`src/rtl/altera_tse_pcs_rx_decode_if.sv`:
```
// Byte stream from the RX sync stage into the PCS receive decoder, and the
// GMII-style receive stream plus autoneg status coming back out.
interface altera_tse_pcs_rx_decode_if;
    logic [7:0]  rx_data;
    logic        rx_ctrl;
    logic        rx_errdetect;
    logic        rx_disperr;
    logic        rx_sync;
    logic [7:0]  gmii_rxd;
    logic        gmii_rx_dv;
    logic        gmii_rx_er;
    logic [15:0] rx_config_reg;
    logic        rx_config_valid;
    logic        ability_match;
    logic        rx_idle;

    modport master (
        output rx_data, rx_ctrl, rx_errdetect, rx_disperr, rx_sync,
        input  gmii_rxd, gmii_rx_dv, gmii_rx_er,
        input  rx_config_reg, rx_config_valid, ability_match, rx_idle
    );

    modport slave (
        input  rx_data, rx_ctrl, rx_errdetect, rx_disperr, rx_sync,
        output gmii_rxd, gmii_rx_dv, gmii_rx_er,
        output rx_config_reg, rx_config_valid, ability_match, rx_idle
    );
endinterface

```
`src/rtl/altera_tse_pcs_rx_decode.sv`:
```
// 1000BASE-X PCS receive decoder: classifies /C/ /I/ /S/ /T/ /R/ /V/ ordered sets,
// produces a registered GMII receive stream and tracks the received autoneg config word.
module altera_tse_pcs_rx_decode #(
    parameter int MATCH_COUNT = 3
) (
    input  logic                          clk,
    input  logic                          reset,
    altera_tse_pcs_rx_decode_if.slave     bus
);

    localparam logic [2:0] HUNT   = 3'd0;
    localparam logic [2:0] K_SEEN = 3'd1;
    localparam logic [2:0] CFG_LO = 3'd2;
    localparam logic [2:0] CFG_HI = 3'd3;
    localparam logic [2:0] PACKET = 3'd4;

    localparam logic [7:0] K28_5    = 8'hBC;
    localparam logic [7:0] K_START  = 8'hFB;
    localparam logic [7:0] K_TERM   = 8'hFD;
    localparam logic [7:0] K_ERRPRP = 8'hFE;
    localparam logic [7:0] D_C1     = 8'hB5;
    localparam logic [7:0] D_C2     = 8'h42;
    localparam logic [7:0] D_I1     = 8'hC5;
    localparam logic [7:0] D_I2     = 8'h50;
    localparam logic [7:0] PREAMBLE = 8'h55;
    localparam logic [7:0] ERR_BYTE = 8'hFE;
    localparam logic [2:0] CNT_MAX  = 3'd7;

    logic [2:0]  state, state_nxt;
    logic [7:0]  cfg_lo, cfg_lo_nxt;
    logic [2:0]  cnt, cnt_nxt;
    logic [15:0] cfg_word, cfg_word_nxt;
    logic [7:0]  rxd, rxd_nxt;
    logic        dv, dv_nxt;
    logic        er, er_nxt;
    logic        cfg_valid, cfg_valid_nxt;
    logic        match, match_nxt;
    logic        idle, idle_nxt;

    logic        bad;
    logic        is_k285;
    logic        is_start;
    logic        is_term;
    logic        is_errprop;
    logic        is_cfg2;
    logic        is_idle2;
    logic [15:0] new_word;

    assign bad        = bus.rx_errdetect | bus.rx_disperr;
    assign is_k285    = bus.rx_ctrl  & (bus.rx_data == K28_5);
    assign is_start   = bus.rx_ctrl  & (bus.rx_data == K_START);
    assign is_term    = bus.rx_ctrl  & (bus.rx_data == K_TERM);
    assign is_errprop = bus.rx_ctrl  & (bus.rx_data == K_ERRPRP);
    assign is_cfg2    = ~bus.rx_ctrl & ((bus.rx_data == D_C1) | (bus.rx_data == D_C2));
    assign is_idle2   = ~bus.rx_ctrl & ((bus.rx_data == D_I1) | (bus.rx_data == D_I2));
    assign new_word   = {bus.rx_data, cfg_lo};

    always_comb begin
        // NOTE: every signal gets a default before the case so no path leaves it unassigned (no latch).
        state_nxt     = state;
        cfg_lo_nxt    = cfg_lo;
        cnt_nxt       = cnt;
        cfg_word_nxt  = cfg_word;
        idle_nxt      = idle;
        cfg_valid_nxt = 1'b0;
        rxd_nxt       = 8'h00;
        dv_nxt        = 1'b0;
        er_nxt        = 1'b0;

        if (!bus.rx_sync) begin
            // Losing alignment mid-frame must still flag the truncated frame once.
            state_nxt = HUNT;
            cnt_nxt   = 3'd0;
            idle_nxt  = 1'b0;
            if (state == PACKET) begin
                rxd_nxt = ERR_BYTE;
                dv_nxt  = 1'b1;
                er_nxt  = 1'b1;
            end
        end else begin
            case (state)
                HUNT: begin
                    if (!bad) begin
                        if (is_k285) begin
                            state_nxt = K_SEEN;
                        end else if (is_start) begin
                            state_nxt = PACKET;
                            rxd_nxt   = PREAMBLE;
                            dv_nxt    = 1'b1;
                            idle_nxt  = 1'b0;
                            cnt_nxt   = 3'd0;
                        end
                    end
                end

                K_SEEN: begin
                    state_nxt = HUNT;
                    if (!bad) begin
                        if (is_cfg2) begin
                            state_nxt = CFG_LO;
                        end else if (is_idle2) begin
                            idle_nxt = 1'b1;
                            cnt_nxt  = 3'd0;
                        end
                    end
                end

                CFG_LO: begin
                    if (bad) begin
                        state_nxt = HUNT;
                    end else begin
                        cfg_lo_nxt = bus.rx_data;
                        state_nxt  = CFG_HI;
                    end
                end

                CFG_HI: begin
                    state_nxt = HUNT;
                    if (!bad) begin
                        cfg_word_nxt  = new_word;
                        cfg_valid_nxt = 1'b1;
                        idle_nxt      = 1'b0;
                        // A zero count means no previous word to compare against.
                        if (cnt == 3'd0 || new_word != cfg_word)
                            cnt_nxt = 3'd1;
                        else if (cnt != CNT_MAX)
                            cnt_nxt = cnt + 3'd1;
                    end
                end

                PACKET: begin
                    if (bad || is_errprop) begin
                        rxd_nxt = ERR_BYTE;
                        dv_nxt  = 1'b1;
                        er_nxt  = 1'b1;
                    end else if (is_term) begin
                        state_nxt = HUNT;
                    end else if (is_k285) begin
                        state_nxt = K_SEEN;
                        rxd_nxt   = ERR_BYTE;
                        dv_nxt    = 1'b1;
                        er_nxt    = 1'b1;
                    end else if (bus.rx_ctrl) begin
                        // Unexpected K character inside a frame is reported as a code error.
                        rxd_nxt = ERR_BYTE;
                        dv_nxt  = 1'b1;
                        er_nxt  = 1'b1;
                    end else begin
                        rxd_nxt = bus.rx_data;
                        dv_nxt  = 1'b1;
                    end
                end

                default: state_nxt = HUNT;
            endcase
        end

        match_nxt = (cnt_nxt >= 3'(MATCH_COUNT));
    end

    always_ff @(posedge clk or posedge reset) begin
        if (reset) begin
            state     <= HUNT;
            cfg_lo    <= 8'h00;
            cnt       <= 3'd0;
            cfg_word  <= 16'h0000;
            rxd       <= 8'h00;
            dv        <= 1'b0;
            er        <= 1'b0;
            cfg_valid <= 1'b0;
            match     <= 1'b0;
            idle      <= 1'b0;
        end else begin
            // NOTE: non-blocking assignments so every register samples pre-edge values.
            state     <= state_nxt;
            cfg_lo    <= cfg_lo_nxt;
            cnt       <= cnt_nxt;
            cfg_word  <= cfg_word_nxt;
            rxd       <= rxd_nxt;
            dv        <= dv_nxt;
            er        <= er_nxt;
            cfg_valid <= cfg_valid_nxt;
            match     <= match_nxt;
            idle      <= idle_nxt;
        end
    end

    assign bus.gmii_rxd        = rxd;
    assign bus.gmii_rx_dv      = dv;
    assign bus.gmii_rx_er      = er;
    assign bus.rx_config_reg   = cfg_word;
    assign bus.rx_config_valid = cfg_valid;
    assign bus.ability_match   = match;
    assign bus.rx_idle         = idle;

endmodule
```
`src/flat_wrapper.sv`:
```
// flat-port wrapper written by rule: the top's interface ports become plain ports
module altera_tse_pcs_rx_decode_flat 
#(
    parameter int MATCH_COUNT = 3
)
  (clk, reset, bus_rx_data, bus_rx_ctrl, bus_rx_errdetect, bus_rx_disperr, bus_rx_sync, bus_gmii_rxd, bus_gmii_rx_dv, bus_gmii_rx_er, bus_rx_config_reg, bus_rx_config_valid, bus_ability_match, bus_rx_idle);
  altera_tse_pcs_rx_decode_if bus_i ();
  input  logic clk;
  input  logic reset;
  input wire logic [$bits(bus_i.rx_data)-1:0] bus_rx_data;
  input wire logic [$bits(bus_i.rx_ctrl)-1:0] bus_rx_ctrl;
  input wire logic [$bits(bus_i.rx_errdetect)-1:0] bus_rx_errdetect;
  input wire logic [$bits(bus_i.rx_disperr)-1:0] bus_rx_disperr;
  input wire logic [$bits(bus_i.rx_sync)-1:0] bus_rx_sync;
  output wire logic [$bits(bus_i.gmii_rxd)-1:0] bus_gmii_rxd;
  output wire logic [$bits(bus_i.gmii_rx_dv)-1:0] bus_gmii_rx_dv;
  output wire logic [$bits(bus_i.gmii_rx_er)-1:0] bus_gmii_rx_er;
  output wire logic [$bits(bus_i.rx_config_reg)-1:0] bus_rx_config_reg;
  output wire logic [$bits(bus_i.rx_config_valid)-1:0] bus_rx_config_valid;
  output wire logic [$bits(bus_i.ability_match)-1:0] bus_ability_match;
  output wire logic [$bits(bus_i.rx_idle)-1:0] bus_rx_idle;
  assign bus_i.rx_data = bus_rx_data;
  assign bus_i.rx_ctrl = bus_rx_ctrl;
  assign bus_i.rx_errdetect = bus_rx_errdetect;
  assign bus_i.rx_disperr = bus_rx_disperr;
  assign bus_i.rx_sync = bus_rx_sync;
  assign bus_gmii_rxd = bus_i.gmii_rxd;
  assign bus_gmii_rx_dv = bus_i.gmii_rx_dv;
  assign bus_gmii_rx_er = bus_i.gmii_rx_er;
  assign bus_rx_config_reg = bus_i.rx_config_reg;
  assign bus_rx_config_valid = bus_i.rx_config_valid;
  assign bus_ability_match = bus_i.ability_match;
  assign bus_rx_idle = bus_i.rx_idle;
  altera_tse_pcs_rx_decode #(.MATCH_COUNT(MATCH_COUNT)) u_core (.clk(clk), .reset(reset), .bus(bus_i));
endmodule
```
`config.mk`:
```
export PLATFORM = sky130hd
export DESIGN_NAME = altera_tse_pcs_rx_decode_flat
export DESIGN_NICKNAME = d
export VERILOG_FILES = /design/src/rtl/altera_tse_pcs_rx_decode_if.sv /design/src/rtl/altera_tse_pcs_rx_decode.sv /design/src/flat_wrapper.sv
export SDC_FILE = /design/constraint.sdc
export NUM_CORES = 1
export LEC_CHECK = 0
export ABC_AREA = 1
export CAP_MARGIN = 15
export CORE_ASPECT_RATIO = 2
export CORE_UTILIZATION = 35
export DETAILED_ROUTE_END_ITERATION = 16
export DONT_BUFFER_PORTS = 1
export GPL_TIMING_DRIVEN = 0
export REMOVE_ABC_BUFFERS = 1
export SKIP_CTS_REPAIR_TIMING = 1
export SYNTH_ARGS = -nofsm -noshare
export SYNTH_HDL_FRONTEND = slang
export SYNTH_SLANG_ARGS = --single-unit
```
`constraint.sdc`:
```
create_clock -name clk -period 1.4 [get_ports clk]
set_input_delay 0.35 -clock clk [delete_from_list [all_inputs] [get_ports clk]]
set_output_delay 0.35 -clock clk [all_outputs]
set_load 0.05 [all_outputs]
```
==> impl_metrics.toml <==
[outcome]
status = "finished with violations"
failed_checks = "negative setup slack"

[cells_and_area]
fin_util_pct = 48.7
diodes = 0
layoutNonFillerInstCount = 422
finalInstanceArea_um2 = 3120
nNetsFinal = 351
largest_reg_flops = 16
multi_input_area_um2 = 1280
fillers = 620
drive_gt1_share_pct = 38.4
area_growth_pct = 32.9
register_area_um2 = 1100

[synth]
synth_area_um2 = 2350
synthCells = 308
yosysTopAreaCell = "dfrtp_1"
ys_ff_latch = 43
ys_seq_area_share_pct = 45.8
synthTopCellsByArea = "dfrtp_1 (46%), nand2_1 (15%), inv_1 (6.4%)"
yosysWarnings = 0
netlist.area_leader.share_pct = 45.8
synth.avg_cell_area_um2 = 7.63
synthDistinctLibCells = 31

[power]
p_leak_nw = 1.47
peakVddDrop_mv = 0.591
power_density_nw_per_um2 = 1550

[clock_tree]
h-tree-depth = 2
cts_tree = "built"
clkLatencyLatePin_ps = 290
cts_root_buf = "clkbuf_16"
cts_made_buffers = 5
clock_sinks = 43
max-clock-path-buffers = 2
cts.clk_slew.worst_paths_ps = 60

[global_routing]
grt_pass1_vias = 2005
antenna_found_initial = 0
met2_usage_pct = 33.3
grt_pass1_wl_mm = 9.26
grt_util_all_layers_pct = 17.9
gr-max-usage-layer = "met2"
grt_max_degree = 37
use_met1_pct = 16.2
grtUsageMet3_pct = 4.84
grt-ovfl-total = 0

[critical_path]
reg2reg_to = "u_core.bus.ability_match$_DFF_PP0_"
crit_top_cell = "nand2_2"
reg2regPathDepth = 13
cp.required_ps = 1620
cp-start-kind = "flop"
cp_top_family = "simple AND/OR/NAND/NOR gates"
rr_startpoint = "u_core.cnt[0]$_DFF_PP0_"
cp_max_fo = 3
path_depth = 13
crit_chain = "inv_2 > ha_4 > nand2_2 > nand2_2 > nor2_2 > nand3_1 > nor2_1 > nand2_1 > nand2_2 > nand3_2 > nand3_2 > nand2_2 > o21ai_2"
r2r_setup_slack_ps = -250
cpPeakStageDelay_ps = 400
crit_path_end = "u_core.bus.ability_match$_DFF_PP0_"
critPathLaunch = "u_core.cnt[0]$_DFF_PP0_"
path_buf_inv = 1
critical_path_class = "reg2reg"
crit_arrival_ps = 1860
cp-end-kind = "flop"
cpMaxStageDelayCell = "dfrtp_1"

[hold_path]
hold_path_class = "in2reg"
worstHoldPathCells = 2

[route]
detail_route.vias_per_cell = 4.91
post-route-drc-count = 0
wl_per_cell_um = 15.2
detail-route-antenna-nets = 0
drtIter0Drc = 149
routed_wl_mm = 6.40
vias = 2074
dr.pass1.iters = 4

[sta]
setup_viol = 21
max_freq_mhz = 607
relSlewSlack_pct = 68.0
min_period_ps = 1650
setup_ws_ps = -246
maxSlewViolCount = 0
max_slew.worst_pin.slew_ps = 480
fin_crit_sh_pct = 118
hold_viol = 0
rsz0062_at_grt = "true"
hold_ws_ps = 176
skew_ps = 5.02

[die]
ios = 43
die_y_um = 118
die_width_um = 59.9
start_util_pct = 36.6
coreArea_um2 = 6410
dieArea_um2 = 7060
row_count = 41

[run]
drv_cap = 0

[place]
gp_congestion = 0.854
io_buffers = 0
dpl.cell_count = 391
hpwl_mm = 4.45
placed_cell_area_um2 = 2460
==> cells in the mapped netlist (all sizes together) <==
| cell | instances |
|---|---|
| a211o | 1 |
| a21oi | 10 |
| a31oi | 2 |
| a41oi | 1 |
| buf | 4 |
| dfrtp | 43 |
| ha | 2 |
| inv | 48 |
| nand2 | 97 |
| nand3 | 10 |
| nand4 | 3 |
| nor2 | 34 |
| nor3 | 4 |
| nor4 | 1 |
| o211ai | 2 |
| o21ai | 34 |
| o221ai | 1 |
| o311ai | 1 |
| or2 | 1 |
| xnor2 | 3 |
| xor2 | 6 |
==> where the power goes <==
group          internal [mW]  total (mW)  switching, mW
sequential              1.45        2.17          0.716
clock                  0.758        1.25          0.487
combinational          0.590        1.43          0.841
==> cells in the final DEF, fill, tap and decap left out, types with 2 or more instances in the layout <==
| cell type | n |
|---|---|
| buf_8 | 2 |
| nand3_1 | 5 |
| buf_4 | 12 |
| nand4_1 | 3 |
| inv_4 | 3 |
| a21oi_1 | 5 |
| a21oi_2 | 4 |
| xnor2_1 | 3 |
| nor3_1 | 2 |
| nand2_1 | 79 |
| nand2_4 | 3 |
| nor3_4 | 2 |
| dfrtp_2 | 18 |
| dfrtp_1 | 25 |
| o21ai_0 | 13 |
| xor2_1 | 6 |
| buf_12 | 2 |
| clkbuf_16 | 7 |
| inv_2 | 17 |
| nor2_4 | 6 |
| nor2_2 | 8 |
| o21ai_2 | 8 |
| clkbuf_8 | 2 |
| inv_1 | 27 |
| nand2_2 | 15 |
| o21ai_1 | 13 |
| nand3_2 | 4 |
| nor2_1 | 20 |
| buf_6 | 4 |
==> cells by family (layout without fill, tap and decap cells) <==
group | after synthesis | count (layout) | synth area share [%]
adder cells (fa/ha/maj) | 2 | 2 | 1.07
flip-flops | 43 | 43 | 45.8
buffers and inverters | 52 | 80 | 8.52
AO/OA/AOI/OAI | 52 | 52 | 13.0
AND/OR/NAND/NOR | 150 | 150 | 28.2
XOR/XNOR | 9 | 9 | 3.36
==> metrics by stage <==
stage          total power, mW  setup TNS [ps]  setup WS (ps)
2_1_floorplan             2.84           -1240           -174
5_1_grt                   5.10           -3350           -407
3_5_place_dp              3.08          -10100           -484
6_report                  4.85           -1480           -246
4_1_cts                   4.33           -9930           -498
3_3_place_gp              3.04          -28640           -468
==> per-layer routing <==
| metal | part of all wire [%] | vias up | wire length, um |
|---|---|---|---|
| met5 | 0 | - | 0 |
| met4 | 2.9 | 0 | 184 |
| met3 | 4.3 | 15 | 274 |
| met2 | 59 | 48 | 3770 |
| met1 | 34 | 982 | 2170 |
| li1 | - | 1029 | - |
==> worst min-delay path by stage <==
stage | from | end | slack, ps
6_report | bus_rx_sync | u_core.bus.gmii_rxd[2]$_DFF_PP0_ | 180
4_1_cts | reset | u_core.bus.gmii_rxd[7]$_DFF_PP0_ | -160
5_1_grt | bus_rx_sync | u_core.state[0]$_DFFE_PP0P_ | 170
3_5_place_dp | reset | u_core.bus.gmii_rxd[7]$_DFF_PP0_ | 150
2_1_floorplan | u_core.cfg_lo[0]$_DFFE_PP0P_ | u_core.cfg_lo[0]$_DFFE_PP0P_ | 450
3_3_place_gp | bus_rx_sync | u_core.bus.gmii_rxd[4]$_DFF_PP0_ | 470
==> final cells by class <==
type / count / share of cell area, %
Sequential cell: 43 / 35.2
Inverter: 48 / 6.41
Clock inverter: 1 / 0.240
Tap cell: 86 / 3.45
Timing Repair inverter: 1 / 0.361
Timing Repair Buffer: 23 / 8.50
Clock buffer: 7 / 4.89
Multi-Input combinational cell: 213 / 41.0
No activity file was read; power rests on OpenSTA's default activity.
==> edit (same settings) <==
Take the reset off `cfg_word` and load it in a clocked block of its own.
--- a/src/rtl/altera_tse_pcs_rx_decode.sv
+++ b/src/rtl/altera_tse_pcs_rx_decode.sv
@@ -165,3 +165,2 @@
             cnt       <= 3'd0;
-            cfg_word  <= 16'h0000;
             rxd       <= 8'h00;
@@ -177,3 +176,2 @@
             cnt       <= cnt_nxt;
-            cfg_word  <= cfg_word_nxt;
             rxd       <= rxd_nxt;
@@ -185,2 +183,6 @@
         end
+    end
+
+    always_ff @(posedge clk) begin
+        cfg_word <= cfg_word_nxt;
     end
Behaviour: differs if reset is asserted again (counterexample within 10 cycles, from zero or initial values and one cycle with reset high); with reset held inactive, the same outputs for 10 cycles.
==> edit against the original RTL <==
- the flow still finishes with violations (setup timing)
- sequential cell count did not move
- critical path depth fell by 2
- cell count fell by 12%
- setup slack got worse by 0.12 ns
- synthesized area fell by 4.0%
- count of clock-buffer cells in the layout did not move
- design area fell by 14%
- routed wire length fell by 14%
- critical path type unchanged
Power is not compared: it rests on default switching activity, and its combinational part moved more than twofold at a synthesized area within 25%.
==> edit: results (changes against the original RTL) <==
.. list-table::
   :header-rows: 1

   * - Metric
     - Value
   * - Number of synthesized flops with an enable pin
     - 16 (was 0)
   * - Setup-failing EPs final
     - 24 (was 21)
   * - Reg2reg path depth
     - 11 (was 13)
   * - Via count of the first global-routing pass
     - 1688 (was 2005)
   * - Launch instance of the worst min-delay path
     - bus_rx_data[1] (was bus_rx_sync)
   * - Syn Inst Count
     - 267 (was 308)
   * - Total Nets Final
     - 301 (was 351)
   * - Met3 Resource Use GR
     - 4.02% (was 4.84%)
   * - Total GRT Usage
     - 17.1% (was 17.9%)
   * - Top post-synthesis cells by area
     - dfrtp_1, edfxtp_1, nand2_1 (was dfrtp_1, nand2_1, inv_1)
   * - Status
     - finished with violations (unchanged)
   * - Final weighted congestion in routability-driven placement
     - 0.873 (was 0.854)
   * - Distinct cells, synth
     - 30 (was 31)
   * - Async set-or-reset flop fraction in the synthesized netlist
     - 62.8% (was 100%)
   * - Placed insts
     - 351 (was 391)
   * - Pin count of the biggest net entering global routing
     - 28 (was 37)
   * - Via total after detailed routing
     - 1754 (was 2074)
   * - Failing checks
     - setup timing (unchanged)
   * - Share of final-layout standard cells stronger than drive strength 1
     - 19.2% (was 38.4%)
   * - RR Startpoint
     - u_core.bus.rx_config_reg[6] (was u_core.cnt[0])
   * - Share of synthesized area occupied by flip-flops and latches
     - 51.3% (was 45.8%)
   * - Met2 Use GR
     - 33.3% (about the same)
   * - Hold path depth
     - 0 (was 2)
   * - CP max FO
     - 4 (was 3)
   * - Worst EP arrival
     - 1.94 ns (was 1.86 ns)
   * - Routed len/inst
     - 14.8 µm (was 15.2 µm)
   * - Global-route wire length before repair
     - 8360 µm (was 9260 µm)
   * - Detail Placement HPWL
     - 4100 µm (was 4450 µm)
   * - Inserted Clock Buffers
     - 5 (unchanged)
   * - Number of DRC markers after the initial detailed-route iteration
     - 87 (was 149)
   * - Final worst-path setup slack
     - -0.363 ns (was -0.246 ns)
   * - Worst relative slew slack
     - 65.9% (was 68.0%)
   * - Worst clock skew on the final layout
     - 0.00380 ns (was 0.00502 ns)
   * - Ranking of synthesized cells by instance count
     - nand2_1, inv_1, nor2_1, dfrtp_1, edfxtp_1 (was nand2_1, dfrtp_1, inv_1, nor2_1, o21ai_0)
   * - Hold-critical path endpoint
     - u_core.bus.rx_config_reg[9] (was u_core.bus.gmii_rxd[2])
   * - Worst hold slack
     - 0.155 ns (was 0.176 ns)
   * - Global Route met1 Usage
     - 15.1% (was 16.2%)
==> edit: metal layers <==
layer / share of wire (%) / vias up
met2: 58 / 40
li1: - / 888
met3: 4.1 / 12
met4: 3.5 / 0
met1: 34 / 814
met5: 0 / -
==> edit: where the power goes <==
| part | total (W) | leakage [nW] | switching, W | internal (W) |
|---|---|---|---|---|
| logic | 0.000615 | 0.637 | 0.000395 | 0.000221 |
| registers | 0.00201 | 0.501 | 0.000564 | 0.00145 |
| clock network | 0.00111 | 0.0679 | 0.000451 | 0.000659 |
==> edit: how the worst max path moves through the flow <==
stage	from	to	slack, ns
after CTS	u_core.bus.rx_config_reg[6]	u_core.bus.ability_match	-0.50
final	u_core.bus.rx_config_reg[6]	u_core.bus.ability_match	-0.36
after floorplan	u_core.state[2]	u_core.bus.rx_config_reg[0]	-0.93
after detailed placement	u_core.bus.rx_config_reg[6]	u_core.bus.ability_match	-0.49
after global routing	u_core.bus.rx_config_reg[7]	u_core.bus.ability_match	-0.54
after global placement	u_core.state[1]	u_core.bus.rx_config_reg[14]	-1.62
==> edit: critical path, stage by stage (launching register included) <==
cell      delay [ns]
edfxtp_1        0.62
xor2_1          0.25
nor2_1          0.11
nand2_1         0.06
nor2_2          0.13
nand2_1         0.09
nand2_2         0.11
nand2_2         0.06
nand2_2         0.06
nand2_1         0.05
nand3_1         0.06
nand2_1         0.05
==> edit: final cells by class <==
cell class              count  area (µm²)
inverters                  42         158
repair buffers             14         135
clock buffers               7         133
clock inverters             1        5.00
fillers                   641        3570
well taps                  86         108
flip-flops and latches     43        1160
multi-input cells         179         993
==> edit: kinds of logic after synthesis <==
group	Yosys count	share of synthesized area [%]
xor+xnor	10	3.88
simple gates	133	27.1
flops	43	51.3
fa+ha+maj	2	1.11
compound gates	34	8.60
buf+inv	45	7.99
==> edit: metrics by stage <==
stage	setup WS (ns)	total power, W	TNS, ns
5_1_grt	-0.541	0.00389	-9.02
3_5_place_dp	-0.493	0.00253	-8.99
3_3_place_gp	-1.62	0.00251	-28.69
4_1_cts	-0.504	0.00364	-8.49
2_1_floorplan	-0.929	0.00239	-15.35
6_report	-0.363	0.00374	-6.22
